==> src/rtl/fetch_stage_pkg.sv <==
// Shared types and constants for the LEGv8 fetch stage and its branch target generator.
package fetch_stage_pkg;

  localparam int unsigned XLEN = 64;
  localparam int unsigned ILEN = 32;

  localparam logic [XLEN-1:0] FETCH_RESET_PC = 64'h0;
  localparam logic [ILEN-1:0] FETCH_NOP_INSN = 32'h910003FF;

  typedef enum logic [1:0] {
    BR_COND   = 2'd0,
    BR_UNCOND = 2'd1,
    BR_REG    = 2'd2,
    BR_RSVD   = 2'd3
  } br_kind_e;

endpackage

==> src/rtl/fetch_stage_branch_target_gen.sv <==
// Combinational branch target: sign-extended, word-scaled immediates added to the IF/ID pc, or a register target.
module branch_target_gen
  import fetch_stage_pkg::*;
(
  input  logic [XLEN-1:0] pc,
  input  logic [25:0]     imm26,
  input  br_kind_e        kind,
  input  logic [XLEN-1:0] reg_addr,
  output logic [XLEN-1:0] target_c
);

  logic [XLEN-1:0] off19;
  logic [XLEN-1:0] off26;

  always_comb begin
    off19    = {{43{imm26[23]}}, imm26[23:5], 2'b00};
    off26    = {{36{imm26[25]}}, imm26[25:0], 2'b00};
    target_c = pc + off19;
    case (kind)
      BR_UNCOND: target_c = pc + off26;
      BR_REG:    target_c = reg_addr;
      default:   target_c = pc + off19;
    endcase
  end

endmodule

==> src/rtl/fetch_stage.sv <==
// LEGv8 instruction fetch stage with IF/ID pipeline register, branch redirect, stall and flush.
// Build option FETCH_DELAY_SLOT_EN keeps the instruction fetched alongside a taken branch as a delay slot.
module fetch_stage
  import fetch_stage_pkg::*;
#(
  parameter logic [XLEN-1:0] RESET_PC = FETCH_RESET_PC,
  parameter logic [ILEN-1:0] NOP_INSN = FETCH_NOP_INSN
) (
  input  logic            clk,
  input  logic            reset,
  output logic [XLEN-1:0] imem_addr,
  input  logic [ILEN-1:0] imem_instr,
  input  logic            stall,
  input  logic            flush,
  input  logic            br_taken,
  input  logic [1:0]      br_kind,
  input  logic [XLEN-1:0] br_reg_addr,
  output logic [ILEN-1:0] if_id_instr,
  output logic [XLEN-1:0] if_id_pc,
  output logic            if_id_valid,
  output logic            misalign
);

`ifdef FETCH_DELAY_SLOT_EN
  localparam bit DELAY_SLOT = 1'b1;
`else
  localparam bit DELAY_SLOT = 1'b0;
`endif

  logic [XLEN-1:0] pc_q, pc_d;
  logic [ILEN-1:0] if_id_instr_q, if_id_instr_d;
  logic [XLEN-1:0] if_id_pc_q, if_id_pc_d;
  logic            if_id_valid_q, if_id_valid_d;
  logic            misalign_q, misalign_d;
  logic [XLEN-1:0] target_c;

  branch_target_gen u_btg (
    .pc       (if_id_pc_q),
    .imm26    (if_id_instr_q[25:0]),
    .kind     (br_kind_e'(br_kind)),
    .reg_addr (br_reg_addr),
    .target_c (target_c)
  );

  // Stall freezes everything; otherwise redirect or advance, then fill IF/ID.
  always_comb begin
    pc_d          = pc_q;
    if_id_instr_d = if_id_instr_q;
    if_id_pc_d    = if_id_pc_q;
    if_id_valid_d = if_id_valid_q;
    misalign_d    = misalign_q;
    if (!stall) begin
      if (br_taken) begin
        pc_d = target_c;
        if (target_c[1:0] != 2'b00) misalign_d = 1'b1;
      end else begin
        pc_d = pc_q + 64'd4;
      end
      if (flush) begin
        if_id_instr_d = NOP_INSN;
        if_id_pc_d    = '0;
        if_id_valid_d = 1'b0;
      end else if (br_taken && !DELAY_SLOT) begin
        if_id_instr_d = NOP_INSN;
        if_id_pc_d    = pc_q;
        if_id_valid_d = 1'b0;
      end else begin
        if_id_instr_d = imem_instr;
        if_id_pc_d    = pc_q;
        if_id_valid_d = 1'b1;
      end
    end
  end

  always_ff @(posedge clk or negedge reset) begin
    if (!reset) begin
      pc_q          <= RESET_PC;
      if_id_instr_q <= NOP_INSN;
      if_id_pc_q    <= '0;
      if_id_valid_q <= 1'b0;
      misalign_q    <= 1'b0;
    end else begin
      pc_q          <= pc_d;
      if_id_instr_q <= if_id_instr_d;
      if_id_pc_q    <= if_id_pc_d;
      if_id_valid_q <= if_id_valid_d;
      misalign_q    <= misalign_d;
    end
  end

  assign imem_addr   = pc_q;
  assign if_id_instr = if_id_instr_q;
  assign if_id_pc    = if_id_pc_q;
  assign if_id_valid = if_id_valid_q;
  assign misalign    = misalign_q;

endmodule

==> config.mk <==
export PLATFORM = sky130hd
export DESIGN_NAME = fetch_stage
export DESIGN_NICKNAME = d
export VERILOG_FILES = /design/src/rtl/fetch_stage_pkg.sv /design/src/rtl/fetch_stage_branch_target_gen.sv /design/src/rtl/fetch_stage.sv
export SDC_FILE = /design/constraint.sdc
export NUM_CORES = 1
export LEC_CHECK = 0
export ABC_AREA = 1
export BUFFER_PORTS_ARGS = -buffer_cell sky130_fd_sc_hd__buf_2
export CAP_MARGIN = 20
export CORE_ASPECT_RATIO = 2
export CORE_MARGIN = 3
export CORE_UTILIZATION = 30
export DETAILED_ROUTE_END_ITERATION = 6
export PLACE_DENSITY_LB_ADDON = 0.25
export SYNTH_ARGS = -nofsm -noshare
export SYNTH_HDL_FRONTEND = slang
export SYNTH_SLANG_ARGS = --single-unit
==> constraint.sdc <==
create_clock -name clk -period 7.05 [get_ports clk]
set_input_delay 0 -clock clk [delete_from_list [all_inputs] [get_ports clk]]
set_output_delay 0 -clock clk [all_outputs]
set_load 0.05 [all_outputs]
## Word-level counts from Yosys, hierarchy flattened

Cells that the tools add are included.

- Output and inout bits: 162
- Logic and storage cells: 20
- Register bits: 162

- Add/subtract/negate cells: 3
- Eq/ne operators: 2
- Reduce and logical (&&, ||, !) cells: 2
- Bitwise gates (word level): 1
- Muxes and demuxes: 7

Operators by type and width:

| operator | number |
|---|---|
| $add 64x64->64 | 2 |
| $mux 64 | 2 |
| $pmux 64 s2 | 1 |
| $add 64x3->64 const B | 1 |
| $mux 32 | 2 |
| $reduce_and 3->1 | 1 |
| $eq 2x1->1 const B | 1 |
| $eq 2x2->1 const B | 1 |
| $mux 1 | 2 |
| $reduce_bool 2->1 | 1 |
| $not 1->1 | 1 |

## Logic depth before layout (Yosys ltp)

Gate-level depths: netlist (run 1).

- Word-level depth: 4
- Depth in mapped cells: 22

## Hierarchy

A second synthesis (run 1) with hierarchy kept.

- Cells, all modules: 2563
- Area total of the unflattened synthesis: 15177.1 µm²

By module, submodules not included:

| module | times used | area each (µm²) | seq. area each (µm²) | cells each |
|---|---|---|---|---|
| fetch_stage | 1 | 8465.6 | 4070.2 | 1127 |
| branch_target_gen | 1 | 6711.4 | 0.0 | 1436 |

## Least setup slack after synthesis (run 1)

No wires, ideal clock.

- Path type: register -> register
- From: register if_id_instr_q[23] (netlist: if_id_instr[23])
- To: register pc_q[63] (netlist: imem_addr[63])
- Buffers on the path: 0
- Cell stages (with the launch flop): 20
- Path slack: 3.795 ns
- Data arrival time: 3.137 ns
- Period minus slack after synthesis: 3.255 ns
- Cells stage by stage: dfrtp_1 -> inv_1 -> nand2_1 -> o21ai_0 -> inv_1 -> ha_1 -> nand2_1 -> inv_1 -> nand2_1 -> inv_1 -> a21oi_1 -> nand2_1 -> a21oi_1 -> nand2_1 -> nand2_1 -> nand3_1 -> nand2_1 -> nand2_1 -> nand2_1 -> nand2_1

- Word-level cells in the longest chain between the ends: 3

Ends and longest elaborated chain:

| item | RTL line | source |
|---|---|---|
| start: declaration | fetch_stage.sv:31 | `logic [ILEN-1:0] if_id_instr_q, if_id_instr_d;` |
| start signal: assignment | fetch_stage.sv:84 | `if_id_instr_q <= if_id_instr_d;` |
| $add 64x64->64, on equally long branches | fetch_stage_branch_target_gen.sv:22, fetch_stage_branch_target_gen.sv:20 |  |
| $pmux 64 s2 (*) | fetch_stage_branch_target_gen.sv:19 | `case (kind)` |
| $mux 64 (*) | fetch_stage.sv:53 | `if (br_taken) begin` |
| end signal: assignment | fetch_stage.sv:83 | `pc_q <= pc_d;` |
| end: declaration | fetch_stage.sv:30 | `logic [XLEN-1:0] pc_q, pc_d;` |

Mark *: on every way between the ends. The rest lies on a longest branch, timed or not.
A chain may end at the register's enable or synchronous reset.

## Worst setup path in the final report (run 1)

- From: register if_id_instr_q[23] (netlist: if_id_instr[23])
- To: register pc_q[62] (netlist: imem_addr[62])

Same word-level chain as after synthesis.

==> key figures, run 1 <==
Status
  • Run status: finished, violations left
  • Violated checks: design-rule violations

Synthesis
  • Net count of the mapped netlist: ~2600
  • Ys flop type: dfrtp_1
  • Async S/R FF share, synth: between 90% and 100%
  • Post-synthesis sequential area ratio: around 28%
  • Post-synthesis sequential element count: around 160
  • Share of the synthesized area in the top cell type: 25.31%
  • Ranking of synthesized cells by area: dfrtp_1 (25%), nand2_1 (19%), inv_1 (9.1%)
  • Total standard cell area after synthesis: 14730 um^2
  • Yosys Warn Count: 0
  • Mapped Avg Cell Area: 6.175 um^2
  • Top cell type by total area after synthesis: dfrtp_1
  • Number of distinct standard cells referenced by the synthesized netlist: 44
  • Post-synth EDFFs: 0
  • Count of mapped cells out of synthesis: ~2400

Place
  • Detailed placement HPWL: approximately 70000 um
  • Setup Slack @ Placement: 3.095 ns
  • Routability congestion estimate: roughly 1.1
  • DP Area: between 15000 and 20000 um^2
  • Number of port buffers: between 200 and 300

CTS
  • Number of buffers inserted during clock tree synthesis: 17
  • Count of buffers added by post-CTS timing repair for setup: 0
  • Root buffer selected by CTS: clkbuf_16
  • Maximum clock path buffer count: 2
  • CTS tree: built
  • Resized Gates After CTS: 0
  • CTS H-Tree Depth: 4
  • Clock insertion delay at the later pin of the skew report: roughly 0.46 ns
  • Register clock-pin slew on the reported worst setup and hold paths: ~0.08 ns
  • Clk sinks: roughly 160

GRT
  • Met2 Track Usage GR: a little under three fifths
  • First-pass GRT wire length: about 120000 um
  • Met3 capacity usage during global routing: between 3 and 4%
  • Vias in the first global route: about 17000
  • Total Routing Usage GR: 31.53%
  • Largest net degree at the start of global routing: roughly 70
  • Global Route met1 Usage: 30.65%
  • Antenna violations before repair: 0
  • GRT Max-Usage Layer: met2
  • Remaining Overflow, GRT: 0

Route
  • First-pass detailed-route iteration total: 7
  • Number of routed nets with antenna violations: 0
  • Total number of vias: around 17000
  • Vias per std cell: roughly 5.1
  • Drt total wl: just over 80000 um
  • Post-route DRC: 1
  • 1st-iter DRT viols: about 1200
  • Average wire per standard cell: 24.91 um

Worst setup path
  • Most Frequent Cell on Critical Path: a21oi_1
  • CP max-delay cell: a21oi_1
  • Nature of the critical path endpoint: register
  • List of cells traversed by the critical path: inv_1 > nand2_1 > o21ai_0 > inv_1 > buf_4 > ha_1 > a21oi_1 > o21ai_0 > a21oi_1 > nand2_1 > a21oi_1 > nand3_1 > nand3_1 > nand2_1 > a21oi_1
  • CP Data Arrival Time: about 4.3 ns
  • Max stage delay on crit path: 0.63 ns
  • Worst-path fanout max: 39
  • CP top delay family: compound AO/OA/AOI/OAI gates
  • Startpoint kind of the worst setup timing path: register
  • Startpoint-to-endpoint class of the critical path: reg2reg
  • Critical path data required time: 7.43 ns
  • Number of buffer and inverter instances along the worst setup path: 3

STA
  • Count of pins over their slew limit: 0
  • Max Fclk: between 200 and 300 MHz
  • Final-report setup violation count: 0
  • Max_slew headroom: between 40% and 50%
  • Setup repair after global routing missed its margin: no
  • Shortest clock period the worst path allows after layout: around 4 ns
  • Aggregate negative setup slack: 0 ns
  • Worst-case hold slack: 0.01868 ns
  • Final hold violation count: 0
  • Slack of the critical path: between 3 and 4 ns
  • Worst-case clock skew: ~0.016 ns
  • Measured slew at the worst slew-check pin: between 0.8 and 0.9 ns
  • Post-route fraction of the period consumed by the critical path: between 50% and 60%

Hold path
  • Hold Path Class: in2reg

Floorplanning
  • Die extent in y: 319.4 um
  • DIE AREA: about 52000 um^2
  • IO Pins: 265
  • Starting utilization of the core area: between 30 and 40%
  • Row cnt: 114
  • Core area: a little under 50000 um^2
  • Chip Width: approximately 160 um

Power and ir drop
  • Cell leakage power: a little under 10 nW
  • Power Dens Cells: 244.5 nW/um^2
  • Largest voltage drop on the vdd net: slightly above 200 uV
  • Internal: approximately 0.0021 W
  • Switching Share: 52.38%
  • Net switching power: 0.002286 W
  • Part of the total power dissipated in the clock network: approximately 23%
  • Power share of the combinational group: a little under half
  • Power share of the sequential group: 30.1%

Job
  • Max-Cap Viols: 0

Cells and area
  • Area of combinational cells with multiple inputs: between 8000 and 9000 um^2
  • Summed area of non-filler cells in the final layout: 17850 um^2
  • Flip-flop and latch area: 4070 um^2
  • Fill cell total of the finished layout: approximately 5500
  • Net total in the final layout: ~2800
  • Layout area overhead: 21.16%
  • Diodes inserted: 0
  • Most used cells in the layout excluding fill and tap cells: nand2_1 (734), inv_1 (358), buf_2 (262)
  • Fraction of layout instances using a drive strength above 1: 16.31%
  • Most frequent standard cell in the layout excluding fill and tap cells: nand2_1
stage by stage:
step / instances / total power, W / util, %
after global routing: 3324 / 0.004564 / 36.81
after global placement: 3240 / 0.003348 / 34.49
final: 3324 / 0.004364 / 36.81
after detailed placement: 3240 / 0.003354 / 34.49
after floorplan: 2386 / 0.002529 / -
after CTS: 3324 / 0.004375 / 36.81
path summary, 6_finish.rpt:
| check | startpoint | end | slack [ns] | cells past startpoint |
|---|---|---|---|---|
| max in group asynchronous | reset | if_id_pc[25] | 5.75 | 3 |
| min | br_reg_addr[10] | imem_addr[10] | 0.02 | 4 |
| min in group asynchronous | reset | if_id_pc[52] | 0.03 | 2 |
| max reg2reg | if_id_instr[23] | imem_addr[62] | 3.10 | 15 |
| min reg2reg | if_id_instr[4] | if_id_instr[4] | 0.48 | 2 |
| max | if_id_instr[23] | imem_addr[62] | 3.10 | 15 |
layout make-up:
class | count | share of cell area, %
Multi-Input combinational cell | 1750 | 49.72
Sequential cell | 162 | 22.80
Timing Repair Buffer | 330 | 10.96
Inverter | 412 | 8.663
Tap cell | 638 | 4.472
Clock buffer | 18 | 2.460
Clock inverter | 14 | 0.9252
state kept, by name, summed over array words and instances, names as in the netlist:
name         cells
if_id_pc        64
imem_addr       64
if_id_instr     32
if_id_valid      1
misalign         1
kinds of logic after synthesis:
logic type      share of synthesized area, %
compound gates                         16.37
buf+inv                                12.13
fa+ha+maj                              5.826
simple gates                           34.12
xor+xnor                               3.924
flops                                  27.63
Yosys cell counts, types with 16 or more instances:
cell type,instances
a21oi_1,154
a22oi_1,18
nor2_2,19
nand2_1,734
nor3_1,37
xor2_1,61
inv_2,50
nor3_2,17
clkbuf_1,52
nand4_1,22
inv_1,359
o21bai_1,37
dfrtp_1,149
nor2_1,202
a22o_1,16
nand3_1,119
o21ai_0,171
ha_1,67
tightest hold or removal path: cells and delay by family:
kind            cells  cell delay [ns]
compound gates      3             0.35
buf+inv             1             0.10
layer usage:
layer  vias up  wire length, um  part of all wire [%]
li1       8161                -                     -
met1      7923            27690                    33
met2       650            41970                    51
met3       208             3394                   4.1
met4         0             9755                    12
met5         -                0                     0
power groups by stage:
| stage | logic (W) | clock network (W) | registers [W] |
|---|---|---|---|
| global placement | 0.00202 | 0 | 0.00133 |
| floorplan | 0.000857 | 0 | 0.00167 |
| global route | 0.00219 | 0.00104 | 0.00132 |
| finish | 0.00205 | 0.000997 | 0.00132 |
| detailed placement | 0.00202 | 0 | 0.00133 |
| CTS | 0.00205 | 0.00101 | 0.00131 |
what timing repair did:
action | 4_1_cts | 5_1_grt
endpoints found under the hold margin | 88 | 0
setup endpoints to repair | 0 | 0
hold buffers | 52 | 0
(Power assumes the default switching activity.)
==> run 2: changes to the inputs <==
==> constraint.sdc (replaced) <==
create_clock -name clk -period 3.9 [get_ports clk]
set_input_delay 0 -clock clk [delete_from_list [all_inputs] [get_ports clk]]
set_output_delay 0 -clock clk [all_outputs]
set_load 0.05 [all_outputs]
==> key figures, run 2 (synthesized netlist as in run 1, its figures left out) <==
Worst setup path
  • Startpoint-to-endpoint class of the critical path: reg2reg
  • List of cells traversed by the critical path: inv_1 > o21ai_1 > ha_2 > inv_1 > fa_1 > inv_1 > nand3_1 > nand3_1 > nand2_1 > nand2_1 > nand2_1 > nand2_1 > nand2_1 > nand2_1 > xor2_1 > o21bai_1 > a21oi_1
  • Max stage delay on crit path: about 0.53 ns
  • CP top delay family: simple AND/OR/NAND/NOR gates
  • Nature of the critical path endpoint: register
  • Startpoint kind of the worst setup timing path: register
  • Levels on crit path: 17
  • CP Data Arrival Time: around 4.2 ns
  • Number of buffer and inverter instances along the worst setup path: 3
  • Most Frequent Cell on Critical Path: nand2_1
  • Worst R2R Path Depth: 17
  • Critical path data required time: about 4.3 ns
  • Worst-path fanout max: 4
  • CP max-delay cell: dfstp_2

STA
  • Max Fclk: between 200 and 300 MHz
  • Slack of the critical path: 0.1284 ns
  • Max_slew headroom: a little over a quarter
  • Final hold violation count: 0
  • Setup repair after global routing missed its margin: no
  • Post-route fraction of the period consumed by the critical path: between 90% and 100%
  • Worst-case clock skew: 0.01189 ns
  • Count of pins over their slew limit: 0
  • Measured slew at the worst slew-check pin: about 1.1 ns
  • Shortest clock period the worst path allows after layout: around 3.8 ns
  • Aggregate negative setup slack: 0 ns
  • Worst-case hold slack: 0.02511 ns
  • Final-report setup violation count: 0

Power and ir drop
  • Cell leakage power: ~9.8 nW
  • Power Dens Cells: between 400 and 500 nW/um^2
  • Largest voltage drop on the vdd net: around 280 uV

CTS
  • Maximum clock path buffer count: 2
  • Clock insertion delay at the later pin of the skew report: around 0.47 ns
  • Root buffer selected by CTS: clkbuf_16
  • Number of buffers inserted during clock tree synthesis: 17
  • Register clock-pin slew on the reported worst setup and hold paths: ~0.080 ns
  • CTS tree: built
  • Count of buffers added by post-CTS timing repair for setup: 0
  • CTS H-Tree Depth: 4
  • Clk sinks: roughly 160

Route
  • Vias per std cell: roughly 5
  • Drt total wl: between 80000 and 90000 um
  • Average wire per standard cell: about 24 um
  • Total number of vias: 17131
  • Number of routed nets with antenna violations: 0
  • 1st-iter DRT viols: approximately 1300
  • First-pass detailed-route iteration total: 6
  • Post-route DRC: 0

Job
  • Max-Cap Viols: 0

Hold path
  • Hold Path Class: in2reg
  • Hold depth: 4

Place
  • Number of port buffers: between 200 and 300
  • DP Area: 16910 um^2
  • Detailed placement HPWL: 67870 um
  • Routability congestion estimate: roughly 0.99
  • Placed Instances: about 3300
  • Setup Slack @ Placement: -0.1726 ns

Floorplanning
  • IO Pins: 265
  • Row cnt: around 110
  • Die extent in y: about 320 um
  • DIE AREA: 51970 um^2
  • Starting utilization of the core area: between 30 and 40%
  • Core area: ~48000 um^2
  • Chip Width: about 160 um

GRT
  • Vias in the first global route: 17192
  • Total Routing Usage GR: between 30% and 40%
  • Largest net degree at the start of global routing: approximately 100
  • Remaining Overflow, GRT: 0
  • Antenna violations before repair: 1
  • First-pass GRT wire length: around 120000 um

Cells and area
  • Fraction of layout instances using a drive strength above 1: 16.86%
  • Layout Cells excl Fill: ~3300
  • Summed area of non-filler cells in the final layout: ~18000 um^2
  • Most used cells in the layout excluding fill and tap cells: nand2_1 (734), inv_1 (358), buf_2 (262)
  • Most frequent standard cell in the layout excluding fill and tap cells: nand2_1
  • Net total in the final layout: between 2000 and 3000
  • Layout area overhead: 23.06%

Status
  • Run status: complete, no violations
[run 2: cell types whose count changed in the layout (fill, tap and decap cells not counted), sizes merged]
cell         previous run  this run
buf                   278       297
bufinv                  1         4
clkinvlp                3         0
diode                   0         1
dlygate4sd3            52        58
inv                   416       415
[run 2: through the flow]
| step | utilization, % | total power, W |
|---|---|---|
| after floorplan | - | 0.004572 |
| after detailed placement | 34.86 | 0.006143 |
| after CTS | 37.38 | 0.008141 |
| final | 37.38 | 0.008113 |
| after global routing | 37.38 | 0.008462 |
| after global placement | 34.86 | 0.006135 |
[run 2: worst min-delay path, delay by kind of cell]
family / cells / cell delay, ns
AO/OA/AOI/OAI: 3 / 0.33
buffers and inverters: 1 / 0.12
[run 2: metal layers]
layer  global-route usage (%)  vias to the layer above  part of all wire [%]
li1                         -                     8210                     -
met1                    30.19                     7931                    33
met2                    54.90                      758                    50
met3                    4.432                      232                   5.0
met4                    28.75                        0                    12
met5                        0                        -                     0
[run 2: worst paths after layout]
check / from / end / slack (ns)
max: if_id_instr[0] / imem_addr[34] / 0.13
max in group asynchronous: reset / if_id_pc[25] / 2.65
min reg2reg: if_id_instr[4] / if_id_instr[4] / 0.48
min: br_reg_addr[30] / imem_addr[30] / 0.03
max reg2reg: if_id_instr[0] / imem_addr[34] / 0.13
min in group asynchronous: reset / if_id_pc[52] / 0.13
[run 2: final cells by class]
cell class | instances | area, um^2
clock buffer | 18 | 439.2
timing repair buffer | 355 | 2196
fill | 5442 | 30370
multi-input combinational | 1750 | 8879
sequential | 162 | 4070
antenna | 1 | 2.502
tap | 638 | 798.3
clock inverter | 13 | 198.9
inverter | 412 | 1546
[run 2: report_power, final]
part           total (W)  switching, W  internal, W
Sequential       0.00235      0.000426      0.00192
Clock            0.00193      0.000830      0.00110
Combinational    0.00383       0.00288     0.000952
[run 2: timing repair]
action | in CTS | in global routing
hold buffers | 58 | 0
resized for setup | 1 | 1
endpoints found under the setup margin | 1 | 1
endpoints found under the hold margin | 118 | 0
